File: src/rtl/ex_operand_stage.sv
// ex_operand_stage: ID/EX register with capture-time WB bypass, EX/MEM and MEM/WB
// operand forwarding, load-use bubble insertion, flush and global hold.
`default_nettype none

module ex_operand_stage #(
  parameter int XLEN = 32,
  parameter int RW   = 5
) (
  input  logic            clk,
  input  logic            rst_n,
  input  logic            id_valid,
  output logic            id_ready,
  input  logic [XLEN-1:0] id_pc,
  input  logic [RW-1:0]   id_rs1,
  input  logic [RW-1:0]   id_rs2,
  input  logic [RW-1:0]   id_rd,
  input  logic [XLEN-1:0] id_rs1_data,
  input  logic [XLEN-1:0] id_rs2_data,
  input  logic [XLEN-1:0] id_imm,
  input  logic            id_alu_src,
  input  logic [2:0]      id_alu_ctrl,
  input  logic            id_reg_write,
  input  logic            id_mem_read,
  input  logic            id_mem_write,
  input  logic            flush,
  input  logic            hold,
  input  logic [RW-1:0]   mem_rd,
  input  logic            mem_reg_write,
  input  logic [XLEN-1:0] mem_result,
  input  logic [RW-1:0]   wb_rd,
  input  logic            wb_reg_write,
  input  logic [XLEN-1:0] wb_result,
  output logic            ex_valid,
  output logic [XLEN-1:0] ex_srcA,
  output logic [XLEN-1:0] ex_srcB,
  output logic [2:0]      ex_alu_ctrl,
  output logic [XLEN-1:0] ex_store_data,
  output logic [XLEN-1:0] ex_pc,
  output logic [RW-1:0]   ex_rd,
  output logic            ex_reg_write,
  output logic            ex_mem_read,
  output logic            ex_mem_write
);

  logic            valid;
  logic [XLEN-1:0] pc;
  logic [RW-1:0]   rs1;
  logic [RW-1:0]   rs2;
  logic [RW-1:0]   rd;
  logic [XLEN-1:0] rs1_data;
  logic [XLEN-1:0] rs2_data;
  logic [XLEN-1:0] imm;
  logic            alu_src;
  logic [2:0]      alu_ctrl;
  logic            reg_write;
  logic            mem_read;
  logic            mem_write;

  logic            rs2_used;
  logic            hazard;
  logic            wb_hit_id1;
  logic            wb_hit_id2;
  logic [XLEN-1:0] fwd_rs1;
  logic [XLEN-1:0] fwd_rs2;

  // A load in EX whose destination feeds the decode slot cannot be forwarded in time.
  assign rs2_used = !id_alu_src || id_mem_write;
  assign hazard   = valid && mem_read && (rd != '0) && id_valid &&
                    ((rd == id_rs1) || ((rd == id_rs2) && rs2_used));
  assign id_ready = !hold && !hazard;

  assign wb_hit_id1 = wb_reg_write && (wb_rd != '0) && (wb_rd == id_rs1);
  assign wb_hit_id2 = wb_reg_write && (wb_rd != '0) && (wb_rd == id_rs2);

  always_ff @(posedge clk) begin
    if (!rst_n) begin
      valid     <= 1'b0;
      pc        <= '0;
      rs1       <= '0;
      rs2       <= '0;
      rd        <= '0;
      rs1_data  <= '0;
      rs2_data  <= '0;
      imm       <= '0;
      alu_src   <= 1'b0;
      alu_ctrl  <= 3'b000;
      reg_write <= 1'b0;
      mem_read  <= 1'b0;
      mem_write <= 1'b0;
    end else if (!hold) begin
      if (flush || hazard) begin
        valid     <= 1'b0;
        alu_ctrl  <= 3'b000;
        reg_write <= 1'b0;
        mem_read  <= 1'b0;
        mem_write <= 1'b0;
      end else begin
        valid     <= id_valid;
        pc        <= id_pc;
        rs1       <= id_rs1;
        rs2       <= id_rs2;
        rd        <= id_rd;
        rs1_data  <= wb_hit_id1 ? wb_result : id_rs1_data;
        rs2_data  <= wb_hit_id2 ? wb_result : id_rs2_data;
        imm       <= id_imm;
        alu_src   <= id_alu_src;
        alu_ctrl  <= id_valid ? id_alu_ctrl : 3'b000;
        reg_write <= id_reg_write & id_valid;
        mem_read  <= id_mem_read  & id_valid;
        mem_write <= id_mem_write & id_valid;
      end
    end
  end

  // EX/MEM is the younger producer, so it outranks MEM/WB.
  assign fwd_rs1 = (mem_reg_write && (mem_rd != '0) && (mem_rd == rs1)) ? mem_result :
                   (wb_reg_write  && (wb_rd  != '0) && (wb_rd  == rs1)) ? wb_result  :
                   rs1_data;
  assign fwd_rs2 = (mem_reg_write && (mem_rd != '0) && (mem_rd == rs2)) ? mem_result :
                   (wb_reg_write  && (wb_rd  != '0) && (wb_rd  == rs2)) ? wb_result  :
                   rs2_data;

  assign ex_valid      = valid;
  assign ex_srcA       = fwd_rs1;
  assign ex_srcB       = alu_src ? imm : fwd_rs2;
  assign ex_store_data = fwd_rs2;
  assign ex_alu_ctrl   = valid ? alu_ctrl : 3'b000;
  assign ex_pc         = pc;
  assign ex_rd         = rd;
  assign ex_reg_write  = valid & reg_write;
  assign ex_mem_read   = valid & mem_read;
  assign ex_mem_write  = valid & mem_write;

endmodule

`default_nettype wire

File: config.mk
export PLATFORM = sky130hd
export DESIGN_NAME = ex_operand_stage
export DESIGN_NICKNAME = d
export VERILOG_FILES = /design/src/rtl/ex_operand_stage.sv
export SDC_FILE = /design/constraint.sdc
export NUM_CORES = 1
export LEC_CHECK = 0
export BUFFER_PORTS_ARGS = -buffer_cell sky130_fd_sc_hd__buf_2
export CORE_ASPECT_RATIO = 0.9
export CORE_MARGIN = 5
export CORE_UTILIZATION = 48
export DETAILED_ROUTE_END_ITERATION = 10
export PLACE_DENSITY = 0.78
export SETUP_SLACK_MARGIN = 0.4
export SLEW_MARGIN = 30
export SYNTH_ARGS = -nofsm -noshare
export SYNTH_HDL_FRONTEND = slang
export SYNTH_SLANG_ARGS = --single-unit
File: constraint.sdc
create_clock -name clk -period 5.8 [get_ports clk]
set_input_delay 1.16 -clock clk [delete_from_list [all_inputs] [get_ports clk]]
set_output_delay 1.16 -clock clk [all_outputs]
set_load 0.01 [all_outputs]
=== Yosys cells after proc, flatten, opt, wreduce, memory -nomap -nowiden ===
Index checks and enable logic that the tools add are counted.

* Input bits: 231
* Logic and storage cells: 67
* Output and inout port bits: 141
* Memory bits (writable): 0
* Register bits: 151
* Bits in read-only memories: 0
* Bits in latches: 0
* Memories: 0

* Divide/modulo/power cells: 0
* Multiply operators: 0
* Bitwise logic cells: 8
* Magnitude comparators: 0
* Shift-type cells: 0
* Eq/ne operators: 8
* $add $sub $neg: 0
* Multiplexer cells: 14
* Reductions and logical operators: 24

{| class="wikitable"
|+ Operator list
! cell !! count
|-
| 32-bit two-way mux || 7
|-
| 5-bit equality test || 8
|-
| 5-bit nonzero test || 3
|-
| 1-bit logical AND || 14
|-
| 3-bit two-way mux || 3
|-
| 1-bit AND || 6
|-
| 1-bit two-way mux || 4
|-
| 1-bit zero test || 3
|-
| 1-bit logical OR || 3
|-
| 1-bit NOT || 2
|-
| 2-bit AND reduction || 1
|}

=== Logic depth before layout (Yosys ltp) ===
* Depth after elaboration: 8
* Depth in mapped cells: 8
* Mapped depth without buffers: 5

=== Worst setup path after synthesis ===
No wires, ideal clock.

* Kind: input -> output
* From: input port wb_rd[1]
* To: output port ex_srcB[10]
* Stages on the path: 8
* Data required time: 4.640 ns
* Path slack: 1.767 ns
* Arrival time: 2.873 ns
* Path buffers: 3
* Cell sequence: buf_2 -> or4_4 -> o21ai_4 -> or3b_1 -> buf_4 -> buf_12 -> a211oi_2 -> o31ai_2

* Word-level cells in the longest chain between the ends: 6
* Elaborated cells on any way between the ends: 7
* Those cells by class: eq/ne: 1; mux: 3; reduce/logical: 3

{| class="wikitable"
|+ Ends and longest elaborated chain
! item !! RTL line !! text
|-
| from (decl) || 30 || <nowiki>input logic [RW-1:0] wb_rd,</nowiki>
|-
| 5-bit nonzero test || 120 || <nowiki>(wb_reg_write && (wb_rd != '0) && (wb_rd == rs2)) ? wb_result :</nowiki>
|-
| 1-bit logical AND || 120 ||
|-
| 1-bit logical AND * || 120 ||
|-
| 32-bit two-way mux * || 120 ||
|-
| 32-bit two-way mux * || 119 || <nowiki>assign fwd_rs2 = (mem_reg_write && (mem_rd != '0) && (mem_rd == rs2)) ? mem_result :</nowiki>
|-
| 32-bit two-way mux * || 125 || <nowiki>assign ex_srcB = alu_src ? imm : fwd_rs2;</nowiki>
|-
| to (decl) || 35 || <nowiki>output logic [XLEN-1:0] ex_srcB,</nowiki>
|}

Mark *: on every way between the ends. The rest lies on a longest branch, timed or not.

=== Worst setup path after layout ===
* From: input port wb_rd[1]
* To: output port ex_srcB[31]

Same word-level chain as after synthesis.

==> metrics.md <==
| Metric | Value |
|---|---|
| Initial antenna violation count | 3 |
| Fmax | 0.206 GHz |
| I/O pins | 372 |
| Synth Area in XOR/XNOR | 3.58% |
| Die width | 160 um |
| CP max FO | 22 |
| TritonCTS clock tree | yes |
| Post-synth ARST share | 0% |
| Post-synth EDFFs | 0 |
| Static leakage | 6.22 nW |
| CTS resizes | 0 |
| Max Cap Viol | 0 |
| Worst-path clk slew | 0.06 ns |
| Largest family of logic cells by synthesized area | simple AND/OR/NAND/NOR gates |
| Sequential-to-total area share from yosys stat | 30.9% |
| Crit path DAT | 3.70 ns |
| Share of cells above drive strength 1 | 31.4% |
| CTS Buffer Depth | 2 |
| Final min period | 4.86 ns |
| Post-CTS setup buffers | 0 |
| Clk root buf | clkbuf_16 |
| DRT Wirelength | 32,500 um |
| Largest net degree at the start of global routing | 174 |
| Synth area leaders | dfxtp_1, mux2i_1, nand2_1 |
| Setup-failing EPs final | 0 |
| Final nets | 1,761 |
| Area share of fa/ha/maj cells after synthesis | 0% |
| Antenna viol nets, final | 0 |
| WP data required | 4.64 ns |
| Clock Skew | 0.0252 ns |
| Seq cells post-synth | 151 |
| Area share of the largest cell type after synthesis | 30.9% |
| Overflow after GRT | 0 |
| Synth top cells by count | nand2_1, mux2i_1, dfxtp_1, nor2_1, clkbuf_1 |
| P&R area growth vs syn | 25.1% |
| CP Capture Type | output pin |
| Top-count cell post-synth | nand2_1 |
| Post-DP Area | 11,600 sq um |
| CTS H-Tree Depth | 4 |
| Startpoint Class | primary input |
| Count of cell types in the netlist | 36 |
| Worst-skew pair later-pin latency | 0.43 ns |
| Vias in the first global route | 9,763 |
| Placed wire-length estimate | 22,900 um |
| Multiplexer share of the synthesized area | 18.0% |
| Synthesized area per cell | 7.84 sq um |
| Via count | 10,003 |
| CTS Buf Count | 17 |
| RSZ-0062 raised after global routing | false |
| WL per Instance | 18.1 um |
| Synth Area in Compound Gates | 18.9% |
| CTS Sinks | 151 |
| Iter 0 DRT Violations | 713 |
| Die Area | 23,300 sq um |
| DR pass1 iterations | 7 |
| Fin. max-slew vios | 0 |
| Outcome | finished clean |
| Relative slew slack | 34.5% |
| RePlAce Congestion | 0.855 |
| Finished Cell Area | 12,200 sq um |
| Vias/cell | 5.55 |
| Post-Synthesis Cells | 1,247 |
| # port buffers | 371 |
| First-pass GRT wire length | 51,600 um |
| Synth warnings | 0 |
| Synth Flop Type | dfxtp_1 |
| Mapped Nets | 1,478 |
| Global-route usage over all layers | 26.9% |
| Worst-margin pin slew | 0.983 ns |
| Simple-gate portion of the synthesized area | 23.0% |
| Cts-stage hold buffer count | 0 |
| Rows | 49 |
| Final Cycle Share | 83.8% |
| Peak supply drop | 0.000168 V |
| Critical path type | in -> out |
| Final Hold Viols | 0 |
| DRC Markers | 0 |
| Mapped Area | 9780 sq um |
| Die Ht | 145 um |
| HP Class | reg -> reg |
| Leading area contributor after synthesis | dfxtp_1 |
| P per Cell Area | 236 nW/um^2 |
| Core Area | 20,000 sq um |
| Total negative setup slack | 0 ns |
| Initial Util | 48.9% |
path summary, 6_finish.rpt:
check                               start          end  slack [ns]  cells past startpoint
worst max-delay path             wb_rd[1]  ex_srcB[31]        0.94                      8
worst max register to register   ex_rd[4]      imm[18]        3.62                      6
worst min register to register  ex_pc[29]    ex_pc[29]        0.46                      2
worst min-delay path            ex_pc[29]    ex_pc[29]        0.46                      2
report_power, final:
group | switching [W] | internal, W | leakage (nW)
combinational | 0.000321 | 0.000242 | 4.69
sequential | 0.0000456 | 0.00109 | 1.24
clock | 0.000456 | 0.000736 | 0.295
total | 0.000823 | 0.00207 | 6.22
routing by layer:
layer / vias up / global-route usage (%) / part of all wire, %
li1: 4870 / - / -
met1: 4660 / 34.0 / 42
met2: 408 / 44.9 / 48
met3: 63 / 5.98 / 6.7
met4: 2 / 10.3 / 3.0
met5: - / 0 / 0.034
registers in the layout, indices dropped and copies added (netlist names), 3 cells and up:
signal    count
rs2           5
ex_rd         5
rs2_data     32
ex_pc        32
imm          32
rs1           5
alu_ctrl      3
rs1_data     32
cells by family (layout without fill, tap and decap cells):
kind of cell / count (synthesis) / count (layout)
compound gates: 239 / 239
xor+xnor: 40 / 40
buf+inv: 120 / 416
flops: 151 / 151
mux: 176 / 176
other cells: 0 / 3
simple gates: 521 / 521
cells in the final DEF (no fill, tap or decap), drive strengths merged, types with 4 or more instances in the layout:
cell type and instances:
buf 383, a21boi 64, dfxtp 151, nor3 35, o21ai 73, a21oi 33, mux2i 176, bufinv 4
nand3 15, xor2 20, o31ai 32, nor2 101, and3 65, a211oi 32, xnor2 20, and2 6
clkbuf 22, nand2 289
per-stage QoR:
stage,hold slack (ns),power (W),cells,setup slack [ns],utilization [%]
final,0.456,0.00289,1801,0.941,61.2
after global routing,0.470,0.00302,1800,0.834,61.2
after CTS,0.457,0.00291,1797,0.954,61.1
after detailed placement,0.449,0.00172,1765,0.942,58.0
after global placement,0.441,0.00170,1765,1.07,57.9
after floorplan,0.435,0.00148,1247,1.77,-
worst max-delay path, stage by stage:
cell      delay [ns]
buf_2           0.14
or4_4           0.58
o21ai_4         0.42
or3b_2          0.47
buf_12          0.25
a211oi_1        0.15
o31ai_1         0.29
buf_2           0.18
area by class of cell:
type / count / area [sq um]
clock inverters: 10 / 170
multi-input cells: 976 / 6250
fillers: 1803 / 7760
flip-flops and latches: 151 / 3030
well taps: 255 / 319
clock buffers: 22 / 454
repair buffers: 383 / 1990
diodes: 3 / 7.51
inverters: 1 / 3.75
No activity file was read; power rests on OpenSTA's default activity.
